==> src/rtl/ftdi_async_sync.sv <==
`default_nettype none
// ============================================================================
// Module      : ftdi_async_sync
// Description : Pin-level front end for an FT245-style asynchronous FIFO.
//               Synchronises RXF#/TXE#, times the RD#/WR# strobes, samples
//               and drives the 8-bit data bus, and presents one rx byte
//               stream and one tx byte stream with valid/accept handshakes.
// Revision    : 1.0 - initial release
// ============================================================================
module ftdi_async_sync #(
    parameter int RD_PULSE_CYCLES = 4,
    parameter int WR_PULSE_CYCLES = 4,
    parameter int RECOVERY_CYCLES = 4
) (
    input  logic       clk_i,
    input  logic       rst_i,
    input  logic       ftdi_rxf_i,
    input  logic       ftdi_txe_i,
    output logic       ftdi_rd_o,
    output logic       ftdi_wr_o,
    input  logic [7:0] ftdi_data_i,
    output logic [7:0] ftdi_data_o,
    output logic       ftdi_data_oe_o,
    output logic       rx_valid_o,
    output logic [7:0] rx_data_o,
    input  logic       rx_accept_i,
    input  logic       tx_valid_i,
    input  logic [7:0] tx_data_i,
    output logic       tx_accept_o
);

    // Shared phase counter; all cycle parameters must fit in 8 bits.
    localparam int             c_CNT_W   = 8;
    localparam logic [c_CNT_W-1:0] c_RD_LAST  = c_CNT_W'(RD_PULSE_CYCLES - 1);
    localparam logic [c_CNT_W-1:0] c_WR_LAST  = c_CNT_W'(WR_PULSE_CYCLES - 1);
    localparam logic [c_CNT_W-1:0] c_REC_LAST = c_CNT_W'(RECOVERY_CYCLES - 1);

    typedef enum logic [2:0] {
        ST_IDLE     = 3'd0,
        ST_RD       = 3'd1,
        ST_WR_SETUP = 3'd2,
        ST_WR       = 3'd3,
        ST_WR_HOLD  = 3'd4,
        ST_RECOVER  = 3'd5
    } state_t;

    state_t             r_state;
    state_t             w_state_next;
    logic [c_CNT_W-1:0] r_cnt;
    logic [c_CNT_W-1:0] w_cnt_next;

    logic r_rxf_meta, r_rxf_sync;
    logic r_txe_meta, r_txe_sync;

    logic r_rd_seen, r_wr_seen, r_last_wr;

    logic       r_tx_full;
    logic [7:0] r_tx_buf;
    logic       r_rx_valid;
    logic [7:0] r_rx_data;

    logic       r_rd_n, r_wr_n, r_oe;
    logic [7:0] r_data_out;

    logic w_rx_space, w_rx_take;
    logic w_rd_req, w_wr_req, w_rd_go, w_wr_go;
    logic w_rd_done, w_wr_done, w_tx_load;

    // Requests are evaluated only from synchronised flags. A request must be
    // seen on two consecutive idle cycles before it is acted on, which also
    // gives both flags an equal chance to qualify before arbitration.
    assign w_rx_take  = r_rx_valid & rx_accept_i;
    assign w_rx_space = ~r_rx_valid | rx_accept_i;
    assign w_rd_req   = ~r_rxf_sync & w_rx_space;
    assign w_wr_req   = ~r_txe_sync & r_tx_full;
    assign w_rd_go    = w_rd_req & r_rd_seen;
    assign w_wr_go    = w_wr_req & r_wr_seen;
    assign w_tx_load  = tx_valid_i & ~r_tx_full;

    // Two-flop synchronisers for the asynchronous FIFO status flags.
    always_ff @(posedge clk_i or negedge rst_i) begin
        if (!rst_i) begin
            r_rxf_meta <= 1'b1;
            r_rxf_sync <= 1'b1;
            r_txe_meta <= 1'b1;
            r_txe_sync <= 1'b1;
        end else begin
            r_rxf_meta <= ftdi_rxf_i;
            r_rxf_sync <= r_rxf_meta;
            r_txe_meta <= ftdi_txe_i;
            r_txe_sync <= r_txe_meta;
        end
    end

    // Next-state and phase-counter logic.
    always_comb begin
        w_state_next = r_state;
        w_cnt_next   = r_cnt;
        w_rd_done    = 1'b0;
        w_wr_done    = 1'b0;
        case (r_state)
            ST_IDLE: begin
                w_cnt_next = '0;
                if (w_rd_go && w_wr_go) begin
                    w_state_next = r_last_wr ? ST_RD : ST_WR_SETUP;
                end else if (w_rd_go) begin
                    w_state_next = ST_RD;
                end else if (w_wr_go) begin
                    w_state_next = ST_WR_SETUP;
                end
            end
            ST_RD: begin
                if (r_cnt == c_RD_LAST) begin
                    w_state_next = ST_RECOVER;
                    w_cnt_next   = '0;
                    w_rd_done    = 1'b1;
                end else begin
                    w_cnt_next = r_cnt + 1'b1;
                end
            end
            ST_WR_SETUP: begin
                w_state_next = ST_WR;
                w_cnt_next   = '0;
            end
            ST_WR: begin
                if (r_cnt == c_WR_LAST) begin
                    w_state_next = ST_WR_HOLD;
                    w_cnt_next   = '0;
                    w_wr_done    = 1'b1;
                end else begin
                    w_cnt_next = r_cnt + 1'b1;
                end
            end
            ST_WR_HOLD: begin
                w_state_next = ST_RECOVER;
                w_cnt_next   = '0;
            end
            ST_RECOVER: begin
                if (r_cnt == c_REC_LAST) begin
                    w_state_next = ST_IDLE;
                    w_cnt_next   = '0;
                end else begin
                    w_cnt_next = r_cnt + 1'b1;
                end
            end
            default: begin
                w_state_next = ST_IDLE;
                w_cnt_next   = '0;
            end
        endcase
    end

    // State register, phase counter and arbitration bookkeeping.
    always_ff @(posedge clk_i or negedge rst_i) begin
        if (!rst_i) begin
            r_state   <= ST_IDLE;
            r_cnt     <= '0;
            r_rd_seen <= 1'b0;
            r_wr_seen <= 1'b0;
            r_last_wr <= 1'b1;  // makes the first contested grant go to RD
        end else begin
            r_state   <= w_state_next;
            r_cnt     <= w_cnt_next;
            r_rd_seen <= (r_state == ST_IDLE) & w_rd_req;
            r_wr_seen <= (r_state == ST_IDLE) & w_wr_req;
            if (r_state == ST_IDLE && w_state_next == ST_RD) begin
                r_last_wr <= 1'b0;
            end else if (r_state == ST_IDLE && w_state_next == ST_WR_SETUP) begin
                r_last_wr <= 1'b1;
            end
        end
    end

    // Pin outputs registered from the next state so they line up with it.
    always_ff @(posedge clk_i or negedge rst_i) begin
        if (!rst_i) begin
            r_rd_n     <= 1'b1;
            r_wr_n     <= 1'b1;
            r_oe       <= 1'b0;
            r_data_out <= 8'h00;
        end else begin
            r_rd_n <= (w_state_next != ST_RD);
            r_wr_n <= (w_state_next != ST_WR);
            r_oe   <= (w_state_next == ST_WR_SETUP) ||
                      (w_state_next == ST_WR) ||
                      (w_state_next == ST_WR_HOLD);
            if (r_state == ST_IDLE && w_state_next == ST_WR_SETUP) begin
                r_data_out <= r_tx_buf;
            end
        end
    end

    // Single-entry tx holding register; freed as WR# rises.
    always_ff @(posedge clk_i or negedge rst_i) begin
        if (!rst_i) begin
            r_tx_full <= 1'b0;
            r_tx_buf  <= 8'h00;
        end else if (w_wr_done) begin
            r_tx_full <= 1'b0;
        end else if (w_tx_load) begin
            r_tx_full <= 1'b1;
            r_tx_buf  <= tx_data_i;
        end
    end

    // Single-entry rx buffer; filled on the last RD# clock, freed on handshake.
    always_ff @(posedge clk_i or negedge rst_i) begin
        if (!rst_i) begin
            r_rx_valid <= 1'b0;
            r_rx_data  <= 8'h00;
        end else if (w_rd_done) begin
            r_rx_valid <= 1'b1;
            r_rx_data  <= ftdi_data_i;
        end else if (w_rx_take) begin
            r_rx_valid <= 1'b0;
        end
    end

    assign ftdi_rd_o      = r_rd_n;
    assign ftdi_wr_o      = r_wr_n;
    assign ftdi_data_o    = r_data_out;
    assign ftdi_data_oe_o = r_oe;
    assign rx_valid_o     = r_rx_valid;
    assign rx_data_o      = r_rx_data;
    assign tx_accept_o    = ~r_tx_full;

endmodule
`default_nettype wire
==> config.mk <==
export PLATFORM = sky130hd
export DESIGN_NAME = ftdi_async_sync
export DESIGN_NICKNAME = d
export VERILOG_FILES = /design/src/rtl/ftdi_async_sync.sv
export SDC_FILE = /design/constraint.sdc
export NUM_CORES = 1
export LEC_CHECK = 0
export ABC_CLOCK_PERIOD_IN_PS = 2200
export CORE_UTILIZATION = 49
export DETAILED_ROUTE_END_ITERATION = 10
export PLACE_DENSITY = 0.78
export SLEW_MARGIN = 20
export SYNTH_ARGS = -nofsm -noshare
export SYNTH_HDL_FRONTEND = slang
export SYNTH_SLANG_ARGS = --single-unit
==> constraint.sdc <==
create_clock -name clk_i -period 2.2 [get_ports clk_i]
set_clock_uncertainty 0.05 [all_clocks]
set_input_delay 0.33 -clock clk_i [delete_from_list [all_inputs] [get_ports clk_i]]
set_output_delay 0.33 -clock clk_i [all_outputs]
set_load 0.01 [all_outputs]
==> impl_metrics.json <==
{
  "synthesis.area_per_instance_um2": 14.2,
  "die_area_um2": 4100,
  "n_antenna_cell": 0,
  "synth_top_family_by_area": "multiplexers",
  "layoutNonFillerInstCount": 231,
  "power.switching_uw": 872,
  "cts_setup_buffers": 0,
  "status": "finished clean",
  "crit_end": "r_tx_buf[0]",
  "crit_slowest_cell": "o311a_1",
  "worstReg2RegEnd": "r_tx_buf[0]",
  "tightest_slew_ps": 441,
  "wl_um": 3250,
  "utilization": 0.669,
  "initialDrtViolationCount": 30,
  "syn_nets": 156,
  "io_pins": 43,
  "slew_headroom": 0.706,
  "crit_path_max_incr_delay_ps": 500,
  "finalSetupViolations": 0,
  "clk_path_buf_depth": 2,
  "multi_input_area_um2": 653,
  "yosys.area_share.simple": 0.111,
  "fin_crit_sh": 0.929,
  "die_y_um": 64.1,
  "yosysWarningCount": 0,
  "h-tree-depth": 2,
  "fill_cells": 296,
  "yosys-top-cells-count": "40 x dfrtp_1, 14 x mux2_2, 13 x nor2_1",
  "r2r_slack_ps": 160,
  "grt.total_usage": 0.188,
  "clock_latency_ps": 290,
  "drive_gt1_frac": 0.257,
  "power_frac_seq": 0.457,
  "seq_area_um2": 1180,
  "startpoint": "r_cnt[2]",
  "power_frac_clock": 0.191,
  "placementRows": 22,
  "yosysMostFrequentCell": "dfrtp_1",
  "total_leakage_power_uw": 0.00112,
  "clock-sinks": 47,
  "netlist_instances": 133,
  "drc": 0,
  "final_nets": 205,
  "synth-compound-area-share": 0.0345,
  "synth-main-ff-cell": "dfrtp_1",
  "routedWlPerCell_um": 14.1,
  "stdcell_area_um2": 2470,
  "cts_root_buf": "clkbuf_8",
  "initial_utilization": 0.512,
  "slew_violations": 0,
  "swShare": 0.280,
  "crit_buf_inv": 0,
  "cp-start-kind": "flip-flop",
  "dr_total_vias": 1157,
  "path_cells": "nor4_2, nand4_2, o311a_1, mux2_4",
  "worstHoldStart": "r_rxf_meta",
  "path_clk_slew_ps": 80,
  "hold_class": "reg -> reg",
  "vias_per_cell": 5.01,
  "placedCellCount": 222,
  "yosysSeqAreaShare": 0.628,
  "first_pass_iters": 4,
  "hold_viol": 0,
  "synth_area_leaders": "dfrtp_1 53%, dfstp_2 9.7%, mux2_2 8.4%",
  "core_area_um2": 3690,
  "place_area_um2": 2350,
  "yosys.area_share.adder": 0.00663,
  "syn-cell-area_um2": 1890,
  "grt_max_degree": 21,
  "end_kind": "flip-flop",
  "grt_pass1_vias": 1228,
  "worstSetupPathDepth": 4,
  "r2r-start": "r_cnt[2]",
  "die_w_um": 64.1,
  "final.setup.tns_ps": 0,
  "gp_congestion": 0.748,
  "ys_async_sr_fraction": 1.00,
  "rsz0062_at_grt": "no",
  "cts_inserted_buffers": 5,
  "grt_pass1_wl_um": 5760,
  "synth_xor_xnor_area_share": 0.0279,
  "rr_worst_depth": 4,
  "period_needed_ps": 2040,
  "p_comb_frac": 0.352,
  "peakVddDrop_mv": 0.739,
  "grt_overflow": 0,
  "cap_violations": 0,
  "tritoncts": "yes",
  "crit_fanout": 8,
  "critPathArrivalTime_ps": 2180,
  "antenna_found_initial": 0,
  "netlist-cell-type-count": 30,
  "synth_edf_count": 0,
  "fmax_ghz": 0.489,
  "yosys.area.top_type_share": 0.531,
  "place_hpwl_um": 2270,
  "io_buffer_count": 42,
  "yosys.area.top_type": "dfrtp_1",
  "ys_seq_elements": 47,
  "drtAntennaViolNets": 0,
  "muxShareOfSynthArea": 0.163,
  "crit_required_ps": 2330,
  "p_int_uw": 2240,
  "cellPowerDensity_nw_per_um2": 1260,
  "critPathKind": "reg -> reg",
  "cp_top_family": "simple AND/OR/NAND/NOR gates",
  "syn2layout_area_growth_pct": 30.8
}
cell usage in the layout, fill, tap and decap left out, drive strengths merged, types with 2 or more instances in the layout:
master / instances
clkdlybuf4s50: 41
buf: 4
nand2: 3
xor2: 5
nor3: 2
o21ai: 2
dfrtp: 40
inv: 4
mux2: 24
and3: 2
or3: 2
a21oi: 3
nand3: 9
clkbuf: 7
nor2: 13
dfstp: 7
registers in the layout (all words and copies together) (netlist names), 3 cells and up:
signal and flops:
ftdi_data_o 8, r_cnt 8, r_tx_buf 8, rx_data_o 8, r_state 3
cells by family (layout without fill, tap and decap cells):
kind of cell             Yosys count  count (layout)
flip-flops                        47              47
multiplexers                      24              24
adder cells (fa/ha/maj)            1               1
buffers and inverters              8              58
XOR/XNOR                           6               6
AND/OR/NAND/NOR                   38              38
AO/OA/AOI/OAI                      9               9
what timing repair did:
item	4_1_cts	5_1_grt
setup endpoints to repair	0	8
hold endpoints to repair	16	0
hold buffers	1	0
resized for setup	0	1
power groups by stage:
| stage | clock (uW) | sequential, uW | combinational [uW] |
|---|---|---|---|
| detailed placement | 0 | 1440 | 1090 |
| global placement | 0 | 1410 | 1070 |
| floorplan | 0 | 1470 | 549 |
| global route | 660 | 1460 | 1200 |
| CTS | 623 | 1420 | 1100 |
| finish | 596 | 1420 | 1090 |
layer usage:
layer	global-route usage	vias to the layer above	wire length, um	part of all wire
li1	-	557	-	-
met1	0.244	558	1480	0.46
met5	0	-	0	0
met4	0.0511	0	0	0
met2	0.297	42	1560	0.48
met3	0.0696	0	202	0.062
how the worst min path moves through the flow:
stage,to,slack [ps],depth (start not counted)
detailed placement,rx_data_o[2],250,1
floorplan,ftdi_data_o[0],-20,0
CTS,r_rxf_sync,310,0
global placement,rx_data_o[2],240,1
finish,r_rxf_sync,310,0
global route,r_txe_sync,310,0
worst reg2reg max path, stage by stage (launching register included):
cell and delay (ps):
dfrtp_1 460, nor4_2 350, nand4_2 220, o311a_1 500
mux2_4 360
through the flow:
step	hold WS, ps	setup WS, ps	power [uW]
6_report	308	156	3110
5_1_grt	312	48.0	3320
4_1_cts	310	59.6	3150
3_5_place_dp	246	118	2530
3_3_place_gp	236	167	2490
2_1_floorplan	-15.6	372	2020
cell type report:
| cell class | instances | area share |
|---|---|---|
| clock buffer | 7 | 0.0309 |
| clock inverter | 1 | 0.0122 |
| multi-input combinational | 78 | 0.265 |
| tap | 48 | 0.0243 |
| sequential | 47 | 0.480 |
| inverter | 4 | 0.00609 |
| timing repair buffer | 46 | 0.182 |
No activity file was read; power rests on OpenSTA's default activity.
